===== config.mk =====
export PLATFORM = sky130hd
export DESIGN_NAME = reg_file
export DESIGN_NICKNAME = d
export VERILOG_FILES = /design/src/rtl/reg_file.sv
export SDC_FILE = /design/constraint.sdc
export NUM_CORES = 1
export LEC_CHECK = 0
export CAP_MARGIN = 20
export CORE_MARGIN = 3
export CORE_UTILIZATION = 55
export DETAILED_ROUTE_END_ITERATION = 7
export GPL_TIMING_DRIVEN = 1
export HOLD_SLACK_MARGIN = 0.06
export PLACE_DENSITY_LB_ADDON = 0.3
export SYNTH_ARGS = -nofsm -noshare
export SYNTH_HDL_FRONTEND = slang
export SYNTH_SLANG_ARGS = --single-unit

===== constraint.sdc =====
create_clock -name clk -period 3.4 [get_ports clk]
set_input_delay 0.68 -clock clk [delete_from_list [all_inputs] [get_ports clk]]
set_output_delay 0.68 -clock clk [all_outputs]
set_load 0.02 [all_outputs]

===== src/rtl/reg_file.sv =====
// rtl/reg_file.sv - 16x8 register file with pair pointer stepping and {N,Z,C} flags
// Two async read ports, one write-back port, 16-bit pair inc/dec and a masked flag register.
module reg_file #(
  parameter logic [7:0] RESET_VALUE = 8'h00
) (
  input  logic        clk,
  input  logic        rst_n,
  input  logic [3:0]  sel_a,
  input  logic [3:0]  sel_b,
  output logic [7:0]  data_a,
  output logic [7:0]  data_b,
  input  logic        wr_en,
  input  logic [3:0]  wr_sel,
  input  logic [7:0]  wr_data,
  input  logic [2:0]  pair_sel,
  input  logic [1:0]  pair_op,
  output logic [15:0] pair_out,
  input  logic [2:0]  flag_we,
  input  logic        c_in,
  input  logic        z_in,
  input  logic        n_in,
  input  logic        flags_load,
  input  logic [2:0]  flags_in,
  output logic        c_flag,
  output logic        z_flag,
  output logic        n_flag
);

  localparam logic [1:0] PAIR_INC = 2'b01;
  localparam logic [1:0] PAIR_DEC = 2'b10;

  logic [7:0]  r_regs [16];
  logic [2:0]  r_flags;

  logic [7:0]  w_regs_next [16];
  logic [2:0]  w_flags_next;
  logic [3:0]  w_lo_idx;
  logic [3:0]  w_hi_idx;
  logic [15:0] w_pair_cur;
  logic [15:0] w_pair_step;
  logic        w_pair_en;

  assign w_lo_idx   = {pair_sel, 1'b0};
  assign w_hi_idx   = {pair_sel, 1'b1};
  assign w_pair_cur = {r_regs[w_hi_idx], r_regs[w_lo_idx]};

  // 16-bit add/sub gives lo->hi carry/borrow and the FFFF/0000 wrap for free.
  always_comb begin
    w_pair_step = w_pair_cur;
    w_pair_en   = 1'b0;
    case (pair_op)
      PAIR_INC: begin
        w_pair_step = w_pair_cur + 16'd1;
        w_pair_en   = 1'b1;
      end
      PAIR_DEC: begin
        w_pair_step = w_pair_cur - 16'd1;
        w_pair_en   = 1'b1;
      end
      default: begin
        w_pair_step = w_pair_cur;
        w_pair_en   = 1'b0;
      end
    endcase
  end

  // Write-back is applied after the pair step so it wins on a shared byte.
  always_comb begin
    w_regs_next = r_regs;
    if (w_pair_en) begin
      w_regs_next[w_hi_idx] = w_pair_step[15:8];
      w_regs_next[w_lo_idx] = w_pair_step[7:0];
    end
    if (wr_en) begin
      w_regs_next[wr_sel] = wr_data;
    end
  end

  always_comb begin
    w_flags_next = r_flags;
    if (flags_load) begin
      w_flags_next = flags_in;
    end else begin
      if (flag_we[2]) w_flags_next[2] = n_in;
      if (flag_we[1]) w_flags_next[1] = z_in;
      if (flag_we[0]) w_flags_next[0] = c_in;
    end
  end

  always_ff @(posedge clk or negedge rst_n) begin
    if (!rst_n) begin
      for (int i = 0; i < 16; i++) begin
        r_regs[i] <= RESET_VALUE;
      end
      r_flags <= 3'b000;
    end else begin
      r_regs  <= w_regs_next;
      r_flags <= w_flags_next;
    end
  end

  assign data_a   = r_regs[sel_a];
  assign data_b   = r_regs[sel_b];
  assign pair_out = w_pair_cur;
  assign n_flag   = r_flags[2];
  assign z_flag   = r_flags[1];
  assign c_flag   = r_flags[0];

endmodule


### After elaboration in Yosys (flattened, before gate mapping)

Index checks and enable logic that the tools add are counted.

| storage, ports and cells | value |
|---|---|
| latch bits | 0 |
| memories kept | 0 |
| input bits | 38 |
| ROM bits | 0 |
| bits in registers | 131 |
| logic and storage cells | 72 |
| output and inout port bits | 35 |
| RAM bits | 0 |

| operators by class | value |
|---|---|
| $lt $le $gt $ge | 8 |
| equal/unequal tests | 2 |
| shifts and indexed selects | 0 |
| divide/modulo/power cells | 0 |
| $mul | 0 |
| add/subtract/negate cells | 2 |
| bitwise operators | 5 |
| multiplexer cells | 29 |
| reduce and logical (&&, ||, !) cells | 7 |

Operator list:

| operator | number |
|---|---|
| $bwmux 128 | 3 |
| $mux 128 | 2 |
| $bmux 8 s4 | 4 |
| $demux 8 s4 | 3 |
| $mux 8 | 11 |
| $pmux 16 s2 | 1 |
| $ge 5x5->1 const B | 5 |
| $not 4->5 | 5 |
| $add 16x1->16 const B | 1 |
| $sub 16x1->16 const B | 1 |
| $lt 5x1->1 const B | 3 |
| $reduce_bool 2->1 | 3 |
| $mux 1 | 4 |
| $logic_and 1x1->1 | 3 |
| $mux 3 | 1 |
| $eq 2x1->1 const B | 1 |
| $eq 2x2->1 const B | 1 |
| $reduce_or 2->1 | 1 |

### Depth between registers and ports, before layout

Gate-level depths: netlist of run 1.

| depth | value |
|---|---|
| depth after elaboration | 11 |
| gate-level depth with buffers | 17 |
| gate-level depth less buffers | 13 |

### Worst setup path after synthesis of run 1

OpenSTA, ideal clock, no wires.

| timing path | value |
|---|---|
| kind | input-to-reg |
| start | in pair_sel[2] |
| end | reg r_regs[21] in the netlist's numbering |
| cell stages on the path | 16 |
| setup slack | -1,482 ps |
| arrival | 4,800 ps |
| data required time | 3,318 ps |
| path buffers | 6 |
| setup time | 82 ps |
| path through | buf_2 -> buf_2 -> buf_1 -> buf_1 -> clkbuf_1 -> a31oi_1 -> o21ai_0 -> ha_1 -> a21o_1 -> a31oi_1 -> o21ai_1 -> o211a_1 -> or4_4 -> buf_6 -> a21o_1 -> a31oi_1 |

RTL lines:

| item | RTL line | text |
|---|---|---|
| from (decl) | 15 | `input logic [2:0] pair_sel,` |
| to (signal assigned) | 97 | `r_regs <= w_regs_next;` |
| to (decl) | 32 | `logic [7:0] r_regs [16];` |

==> results of run 1 <==
how the worst max path moves through the flow:
stage / cells past startpoint / startpoint / endpoint
2_1_floorplan: 17 / pair_sel[2] / r_regs[21]
3_3_place_gp: 13 / pair_sel[2] / r_regs[102]
3_5_place_dp: 15 / pair_sel[2] / r_regs[84]
4_1_cts: 14 / pair_sel[1] / r_regs[21]
5_1_grt: 16 / pair_sel[1] / r_regs[19]
6_report: 16 / pair_sel[1] / r_regs[19]
power groups by stage:
| stage | registers, mW | clock network (mW) | logic (mW) |
|---|---|---|---|
| 3_5_place_dp | 2.91 | 0 | 4.22 |
| 6_report | 2.98 | 1.86 | 4.45 |
| 5_1_grt | 3.00 | 1.93 | 4.74 |
| 3_3_place_gp | 2.90 | 0 | 4.13 |
| 4_1_cts | 2.90 | 1.86 | 4.27 |
| 2_1_floorplan | 2.59 | 0 | 2.77 |
repair_timing:
action                                  in CTS  in global routing
buffers inserted                             9                 12
endpoints found under the setup margin      79                 59
resized for setup                           45                 28
pin swaps                                   16                 34
metrics by stage:
stage	utilization (%)	power (mW)	setup TNS [ns]
2_1_floorplan	-	5.36	-9.08
3_3_place_gp	69.6	7.03	-35.75
3_5_place_dp	69.6	7.14	-40.45
4_1_cts	73.7	9.03	0
5_1_grt	74.8	9.67	-0.348
6_report	74.8	9.29	-0.0541
metal layers:
layer,vias to the layer above,track usage (%),routed length (um)
met4,0,27.3,3690
met1,5238,53.2,14800
li1,4580,-,-
met5,-,0,0
met2,916,63.0,18600
met3,255,14.6,5960
kinds of logic (layout without fill, tap and decap cells):
| group | Yosys count | count (layout) | share of synthesized area (%) |
|---|---|---|---|
| simple gates | 361 | 361 | 15.7 |
| buf+inv | 104 | 322 | 4.04 |
| mux | 147 | 147 | 24.6 |
| flops | 131 | 131 | 32.0 |
| xor+xnor | 6 | 6 | 0.513 |
| fa+ha+maj | 16 | 16 | 2.03 |
| compound gates | 336 | 336 | 21.1 |
layout make-up:
cell class                 instances  area (sq um)  share of cell area (%)
multi-input combinational        866          6900                    50.8
tap                              229           287                    2.11
inverter                          12          45.0                   0.332
timing repair buffer             278          2490                    18.3
sequential                       131          3280                    24.2
clock inverter                    13           123                   0.903
clock buffer                      19           453                    3.34
layout by cell type, fill, tap and decap left out, drive strengths merged, types with 16 or more instances in the layout:
cell type      Yosys  final
a21oi             83     83
a22oi             32     32
a31oi             34     34
buf               26    212
clkbuf            66     19
clkdlybuf4s50      0     49
dfrtp            131    131
dlygate4sd2        0     16
mux2              21     21
mux2i             44     44
mux4              82     82
nand2            140    140
nor2             122    122
o21ai             80     80
or3               31     31
registers in the layout, summed over array words and instances, names as in the netlist:
signal and cells:
r_regs 128, r_flags 3
Yosys cell counts, types with 7 or more instances:
| master | n | area, sq um |
|---|---|---|
| nand2_1 | 139 | 522 |
| dfrtp_1 | 131 | 3280 |
| nor2_1 | 122 | 458 |
| a21oi_1 | 83 | 415 |
| mux4_2 | 82 | 1850 |
| o21ai_0 | 77 | 385 |
| clkbuf_1 | 66 | 248 |
| mux2i_1 | 44 | 440 |
| a31oi_1 | 34 | 213 |
| a22oi_1 | 31 | 233 |
| or3_1 | 31 | 194 |
| mux2_2 | 21 | 236 |
| buf_1 | 17 | 63.8 |
| a21o_1 | 15 | 113 |
| ha_1 | 15 | 188 |
| nor3_1 | 15 | 75.1 |
| o21a_1 | 14 | 105 |
| o31ai_1 | 14 | 105 |
| o211ai_1 | 13 | 97.6 |
| o22a_1 | 11 | 96.3 |
| inv_1 | 10 | 37.5 |
| and3_1 | 9 | 56.3 |
| buf_2 | 7 | 35.0 |
| o31a_1 | 7 | 61.3 |
worst max-delay path, cell delays in order:
cell and delay (ns):
buf_8 0.08, buf_12 0.12, buf_8 0.12, and2b_2 0.26, buf_6 0.13, nand2_1 0.05
o21ai_1 0.06, a221o_1 0.43, ha_4 0.28, a21o_1 0.17, a21o_1 0.20, buf_4 0.14
or4_4 0.49, o2111ai_4 0.21, nand2_1 0.11, a31oi_1 0.22
==> results.cfg, run 1 <==
[outcome]
outcome = finished, violations left
violations = setup timing

[placement]
dp_hpwl_um = 30500
port_buffers = 72
place_area_sq_um = 12600
placed_cells = 1496
globalplace.congestion = 1.06
place_ws_ns = -0.632

[sta]
skew_ns = 0.0138
relSlewSlack_pct = 37.8
setup_viol = 2
hold_viol_final = 0
max_freq_mhz = 291
tightest_slew_ns = 0.930
holdWs_ns = 0.260
finalCritPeriodShare_pct = 101
min_period_ns = 3.44
rsz0062_at_grt = yes
drv_slew = 0
fin_ws_ns = -0.0360

[critical_path]
ff2ff_path_depth = 13
r2r-start = r_regs[121]
arrival_ns = 3.77
critPathLaunchType = primary input
path_max_fanout = 8
crit_required_ns = 3.74
timing.rr.end = r_regs[19]
worstSetupPathType = in2reg
ff2ff_setup_slack_ns = 0.09
endpoint_kind = register

[clock_tree]
cts-buffers-inserted = 17
tritoncts = done
cts_max_path_buffers = 2
clock_sinks = 131
clkLatencyLatePin_ns = 0.43
path_clk_slew_ns = 0.06
cts.htree.levels = 4
cts-root-buf = clkbuf_16
postCtsHoldBufs = 0

[global_routing]
grt-ovfl-total = 0
grt_pass1_wl_um = 64000
antenna_found_initial = 0
grt_usage_pct = 42.5
grt_max_degree = 67
grt_pass1_vias = 10600

[synth]
async_flop_share_pct = 100
seq_area_frac_synth_pct = 32.0
syn_avg_cell_area_sq_um = 9.30
ys_types = 62
ys_ff_latch = 131
yosys_warnings = 0
ys.flop_type = dfrtp_1
syn_inst = 1101
syn_area_sq_um = 10200
synth_edf_count = 0
synthesis.nets = 1155

[detailed_routing]
viasPerCell = 7.10
drc = 0
postRouteAntennaNets = 0
wl_per_cell_um = 27.9
routed_wl_um = 43100
dr.pass1.iters = 6
vias = 11000
first_iter_violations = 1542

[power_and_ir_drop]
p_sw_mw = 3.76
clkPwrFrac_pct = 20.0
leakagePower_nw = 5.77
pwr-share-comb_pct = 47.9
power.density_nw_per_um2 = 685
p_sw_share_pct = 40.5
seq_power_share_pct = 32.1
irDropWorstVdd_v = 0.000443
intPower_mw = 5.53

[finish]
layout-drive-gt1-share_pct = 30.9
layout.nets = 1360
final_area_sq_um = 13600
area_growth_pct = 32.5
num_antenna_cells = 0
final_cells = 1548
nFillCells = 1330

[floorplanning]
core_sq_um = 18100
initial_core_util_pct = 56.4
std_cell_rows = 49
chipWidth_um = 142
die_h_um = 142
ios = 73
die_area_sq_um = 20300

[worst_hold_path]
min_path_type = in2async

[job]
cap_violations = 0
Note: power is estimated with default switching activity, not from simulation.
==> run 2, diff against run 1 <==
--- a/config.mk
+++ b/config.mk
@@ -6,12 +6,14 @@
 export NUM_CORES = 1
 export LEC_CHECK = 0
 export CAP_MARGIN = 20
+export CELL_PAD_IN_SITES_DETAIL_PLACEMENT = 1
+export CELL_PAD_IN_SITES_GLOBAL_PLACEMENT = 2
 export CORE_MARGIN = 3
-export CORE_UTILIZATION = 55
+export CORE_UTILIZATION = 35
 export DETAILED_ROUTE_END_ITERATION = 7
 export GPL_TIMING_DRIVEN = 1
 export HOLD_SLACK_MARGIN = 0.06
-export PLACE_DENSITY_LB_ADDON = 0.3
+export PLACE_DENSITY_LB_ADDON = 0.1
 export SYNTH_ARGS = -nofsm -noshare
 export SYNTH_HDL_FRONTEND = slang
 export SYNTH_SLANG_ARGS = --single-unit
==> run 2 against run 1 <==
  * The flow now finishes without violations
  * Worst hold slack worse by 0.019 ns
  * Combinational power is 4% higher
  * Power is 2.9% higher
  * Setup slack better by 0.062 ns
  * Global-route usage is 11 points lower
  * Register-to-register slack better by 0.02 ns
  * Final area is 1.3% higher
  * Fmax is 1.9% higher
  * Critical path type unchanged
==> results.cfg, run 2 (synthesized netlist as in run 1, its figures left out) <==
[critical_path]
timing.rr.end = r_regs[53]
worstSetupPathType = in2reg
crit_path_start = pair_sel[1]
ff2ff_setup_slack_ns = 0.11
r2r-start = r_regs[47]
crit_chain = buf_8, buf_4, and2b_1, buf_4, a221oi_4, o22ai_4, ha_4, a21o_1, a21o_1, a21o_1, a22o_1, or4_4, a21o_1, a31oi_1
crit_end = r_regs[53]
endpoint_kind = register
cpMostUsedCell = a21o_1
path_max_fanout = 11
ff2ff_path_depth = 12
critPathMaxStageDelay_ns = 0.58
crit_required_ns = 3.74
slowest_stage = or4_4
arrival_ns = 3.72
critPathLaunchType = primary input

[finish]
layout-drive-gt1-share_pct = 30.1
final_common_cell = buf_4
area_growth_pct = 34.2
layout.nets = 1358
regMostFlops = r_regs
largest_reg_flops = 128
reg_top3 = r_regs: 128 flops, r_flags: 3 flops
mostFrequentLayoutCells = 184 x buf_4, 139 x nand2_1, 131 x dfrtp_1
nFillCells = 3166
final_cells = 1696

[clock_tree]
tritoncts = done
cts-buffers-inserted = 17
clock_sinks = 131
postCtsHoldBufs = 0
clkLatencyLatePin_ns = 0.44
cts-root-buf = clkbuf_16
cts_max_path_buffers = 2
cts.htree.levels = 4
path_clk_slew_ns = 0.07

[detailed_routing]
viasPerCell = 6.21
routed_wl_um = 48500
dr.pass1.iters = 5
postRouteAntennaNets = 0
drc = 0
wl_per_cell_um = 28.6
vias = 10500
first_iter_violations = 990

[placement]
globalplace.congestion = 0.905
place_ws_ns = -0.629
port_buffers = 72
dp_hpwl_um = 35000
placed_cells = 1652

[sta]
min_period_ns = 3.37
timing.setup.tns_ns = 0
finalCritPeriodShare_pct = 99.2
holdWs_ns = 0.241
drv_slew = 0
tightest_slew_ns = 0.774
max_freq_mhz = 296
setup_viol = 0
relSlewSlack_pct = 48.2
hold_viol_final = 0
skew_ns = 0.0129
fin_ws_ns = 0.0264

[global_routing]
antenna_found_initial = 0
grt_usage_pct = 31.3
grt_pass1_wl_um = 71500
grt-ovfl-total = 0
grt_pass1_vias = 10800
grt_max_degree = 71

[job]
cap_violations = 0

[power_and_ir_drop]
power.density_nw_per_um2 = 696
total_power_mw = 9.56
irDropWorstVdd_v = 0.000430
leakagePower_nw = 5.71

[floorplanning]
core_sq_um = 28300
die_h_um = 177
chipWidth_um = 177
ios = 73
initial_core_util_pct = 36.2
std_cell_rows = 61
die_area_sq_um = 31400

[worst_hold_path]
min_path_type = in2async

[outcome]
outcome = finished clean
==> run 2: worst min path at each step <==
stage                           from         end  slack [ns]  cells after the start
after floorplan                rst_n  r_flags[0]        0.38                      0
after global placement     r_regs[4]   r_regs[4]        0.54                      2
after detailed placement  r_regs[71]  r_regs[71]        0.56                      2
after CTS                      rst_n  r_flags[2]        0.28                      1
after global routing           rst_n  r_flags[2]        0.29                      1
final                          rst_n  r_flags[2]        0.24                      1
==> run 2: repair_timing <==
| item | CTS | global route |
|---|---|---|
| pin swaps | 1 | 19 |
| cloned | 0 | 0 |
| gates resized for setup | 11 | 33 |
| buffers inserted | 1 | 11 |
| endpoints found under the setup margin | 59 | 63 |
==> run 2: stage by stage <==
stage / cell area (sq um) / utilization, %
after floorplan: 10600 / -
after global placement: 12900 / 45.4
after detailed placement: 12900 / 45.4
after CTS: 13500 / 47.7
after global routing: 13700 / 48.5
final: 13700 / 48.5
==> run 2: layout make-up <==
type / instances / area (sq um) / area share, %
flip-flops and latches: 131 / 3280 / 23.9
repair buffers: 276 / 2480 / 18.1
diodes: 1 / 2.50 / 0.0182
clock buffers: 20 / 457 / 3.32
well taps: 378 / 473 / 3.44
clock inverters: 12 / 154 / 1.12
inverters: 12 / 45.0 / 0.328
multi-input cells: 866 / 6850 / 49.8
==> run 2: report_power, final <==
part / switching [mW] / internal (mW)
Combinational: 2.23 / 2.40
Sequential: 0.788 / 2.16
Clock: 0.790 / 1.19
Total: 3.81 / 5.75
==> run 2: worst max-delay path, delay by kind of cell <==
family,cells,cell delay (ns)
buf+inv,3,0.44
simple gates,2,0.78
compound gates,8,1.63
fa+ha+maj,1,0.17
==> run 2: metal layers <==
metal / wire, um / GRT usage [%] / vias to the layer above / part of all wire (%)
li1: - / - / 4564 / -
met1: 20100 / 41.2 / 5396 / 42
met2: 22700 / 50.3 / 454 / 47
met3: 2820 / 4.29 / 118 / 5.8
met4: 2780 / 16.5 / 0 / 5.7
met5: 0 / 0 / - / 0
==> run 3, diff against run 2 <==
--- a/config.mk
+++ b/config.mk
@@ -5,11 +5,12 @@
 export SDC_FILE = /design/constraint.sdc
 export NUM_CORES = 1
 export LEC_CHECK = 0
+export ABC_AREA = 1
 export CAP_MARGIN = 20
 export CELL_PAD_IN_SITES_DETAIL_PLACEMENT = 1
 export CELL_PAD_IN_SITES_GLOBAL_PLACEMENT = 2
 export CORE_MARGIN = 3
-export CORE_UTILIZATION = 35
+export CORE_UTILIZATION = 30
 export DETAILED_ROUTE_END_ITERATION = 7
 export GPL_TIMING_DRIVEN = 1
 export HOLD_SLACK_MARGIN = 0.06
==> run 3 against run 2 <==
  * Via count increased by 24%
  * Non-clock buffer count up 8
  * Synthesized cell count up 44%
  * Sequential share of layout area shrank 0.26 points
  * Critical endpoint is now data_b[7]
==> results.cfg, run 3 <==
[outcome]
outcome = finished clean

[synth]
syn_avg_cell_area_sq_um = 6.47
syn_area_sq_um = 10300
ys_top_cells_by_count = 287 x a21oi_1, 258 x o21ai_0, 256 x nand2_1
yosys-top-cells-area = dfrtp_1 32%, a21oi_1 14%, o21ai_0 13%
synthesis.nets = 1643
synth_most_common_cell = a21oi_1
ys.flop_type = dfrtp_1
ys_types = 43
synth_edf_count = 0
syn_inst = 1589
synth.top_cell.area_share_pct = 31.9
ys_ff_latch = 131
yosys_warnings = 0
async_flop_share_pct = 100
seq_area_frac_synth_pct = 31.9
synth_area_leader_cell = dfrtp_1

[finish]
final_area_sq_um = 13900
area_growth_pct = 35.0
final_common_cell = a21oi_1
post-route-util_pct = 41.2
layout-drive-gt1-share_pct = 17.4
final_cells = 2245
mostFrequentLayoutCells = 282 x a21oi_1, 253 x nand2_1, 249 x o21ai_0
num_antenna_cells = 0
reg_top3 = r_regs: 128 flops, r_flags: 3 flops
largest_reg_flops = 128
regMostFlops = r_regs
layout.nets = 1838

[sta]
drv_slew = 0
tightest_slew_ns = 0.819
hold_viol_final = 0
rsz0062_at_grt = yes
finalCritPeriodShare_pct = 99.3
max_freq_mhz = 296
relSlewSlack_pct = 45.2
skew_ns = 0.0113
setup_viol = 0
min_period_ns = 3.38

[job]
cap_violations = 0

[floorplanning]
core_sq_um = 33700
die_h_um = 191
die_area_sq_um = 36600
std_cell_rows = 67
ios = 73
chipWidth_um = 191
initial_core_util_pct = 30.5

[detailed_routing]
drc = 0
first_iter_violations = 1162
dr.pass1.iters = 7
viasPerCell = 5.80
wl_met1_um = 25900
wl_met2_um = 25600
met3_length_um = 4410
routed_wl_um = 58300
postRouteAntennaNets = 0
vias = 13000
highest_layer = met4
wl_per_cell_um = 26.0

[placement]
placed_cells = 2208
dp_hpwl_um = 44000
globalplace.congestion = 0.931
port_buffers = 72
place_area_sq_um = 13000

[critical_path]
critPathLaunchType = primary input
ff2ff_path_depth = 19
ff2ff_setup_slack_ns = 0.30
worstSetupPathType = in2out
path_max_fanout = 11
crit_required_ns = 2.72
endpoint_kind = output pin
arrival_ns = 2.70
r2r-start = r_regs[12]
timing.rr.end = r_regs[36]

[clock_tree]
cts-root-buf = clkbuf_16
cts-buffers-inserted = 17
path_clk_slew_ns = 0.06
clkLatencyLatePin_ns = 0.44
tritoncts = done
clock_sinks = 131
cts.htree.levels = 4
cts_max_path_buffers = 2

[power_and_ir_drop]
leakagePower_nw = 6.40
irDropWorstVdd_v = 0.000257
total_power_mw = 8.68
power.density_nw_per_um2 = 624

[global_routing]
grt_pass1_vias = 12700
grt_usage_pct = 31.6
antenna_found_initial = 0
grt_pass1_wl_um = 84700
grt-ovfl-total = 0
grt_max_degree = 67

[worst_hold_path]
min_path_type = in2async
-- run 3: how the worst max path moves through the flow --
stage / from / endpoint / slack, ns
finish: sel_b[2] / data_b[7] / 0.02
global route: pair_sel[0] / r_regs[85] / -0.01
CTS: pair_sel[1] / pair_out[6] / 0.002
detailed placement: pair_sel[2] / r_regs[119] / -1.01
global placement: pair_sel[2] / r_regs[78] / -0.88
floorplan: pair_sel[0] / r_regs[82] / 0.04
-- run 3: final cells by class --
| class | count | area (sq um) |
|---|---|---|
| inverters | 173 | 652 |
| repair buffers | 284 | 2590 |
| flip-flops and latches | 131 | 3280 |
| multi-input cells | 1177 | 6170 |
| well taps | 448 | 561 |
| clock buffers | 20 | 437 |
| clock inverters | 12 | 204 |
| fillers | 4313 | 19800 |
-- run 3: power by group --
part	leakage, nW	internal (mW)	switching [mW]
logic	4.52	1.62	2.40
clock network	0.313	1.31	0.787
registers	1.56	2.07	0.485
-- run 3: logic make-up after synthesis --
family,synth area share (%)
buffers and inverters,10.5
DFF,31.9
AOI/OAI and AO/OA,36.3
adders and majority gates,2.02
xor gates and xnor gates,0.754
and+or+nand+nor,18.3
muxes,0.292
-- run 3: routing by layer --
metal	up-vias	global-route usage [%]
met5	-	0
met4	0	12.1
met3	117	4.79
met2	584	48.5
met1	6488	44.6
li1	5821	-
-- run 3: repair_timing --
| item | in CTS | in global routing |
|---|---|---|
| setup buffers | 3 | 2 |
| hold buffers | 0 | 0 |
| pin swaps | 6 | 7 |
| resized for setup | 38 | 35 |
| endpoints found under the hold margin | 0 | 0 |
| setup endpoints to repair | 120 | 81 |
-- run 3: per-stage QoR --
stage / TNS (ns) / hold WS [ns] / worst slack (ns)
after floorplan: 0 / 0.384 / 0.0434
after global placement: -80.22 / 0.533 / -0.877
after detailed placement: -90.81 / 0.545 / -1.01
after CTS: 0 / 0.120 / 0.00178
after global routing: -0.0351 / 0.118 / -0.0109
final: 0 / 0.112 / 0.0242
-- run 3: critical path, cell delays in order --
cell and delay (ns):
clkdlybuf4s50_1 0.48, buf_4 0.29, nand2_1 0.09, o221ai_1 0.27, nand2_1 0.26, clkdlybuf4s50_1 0.60
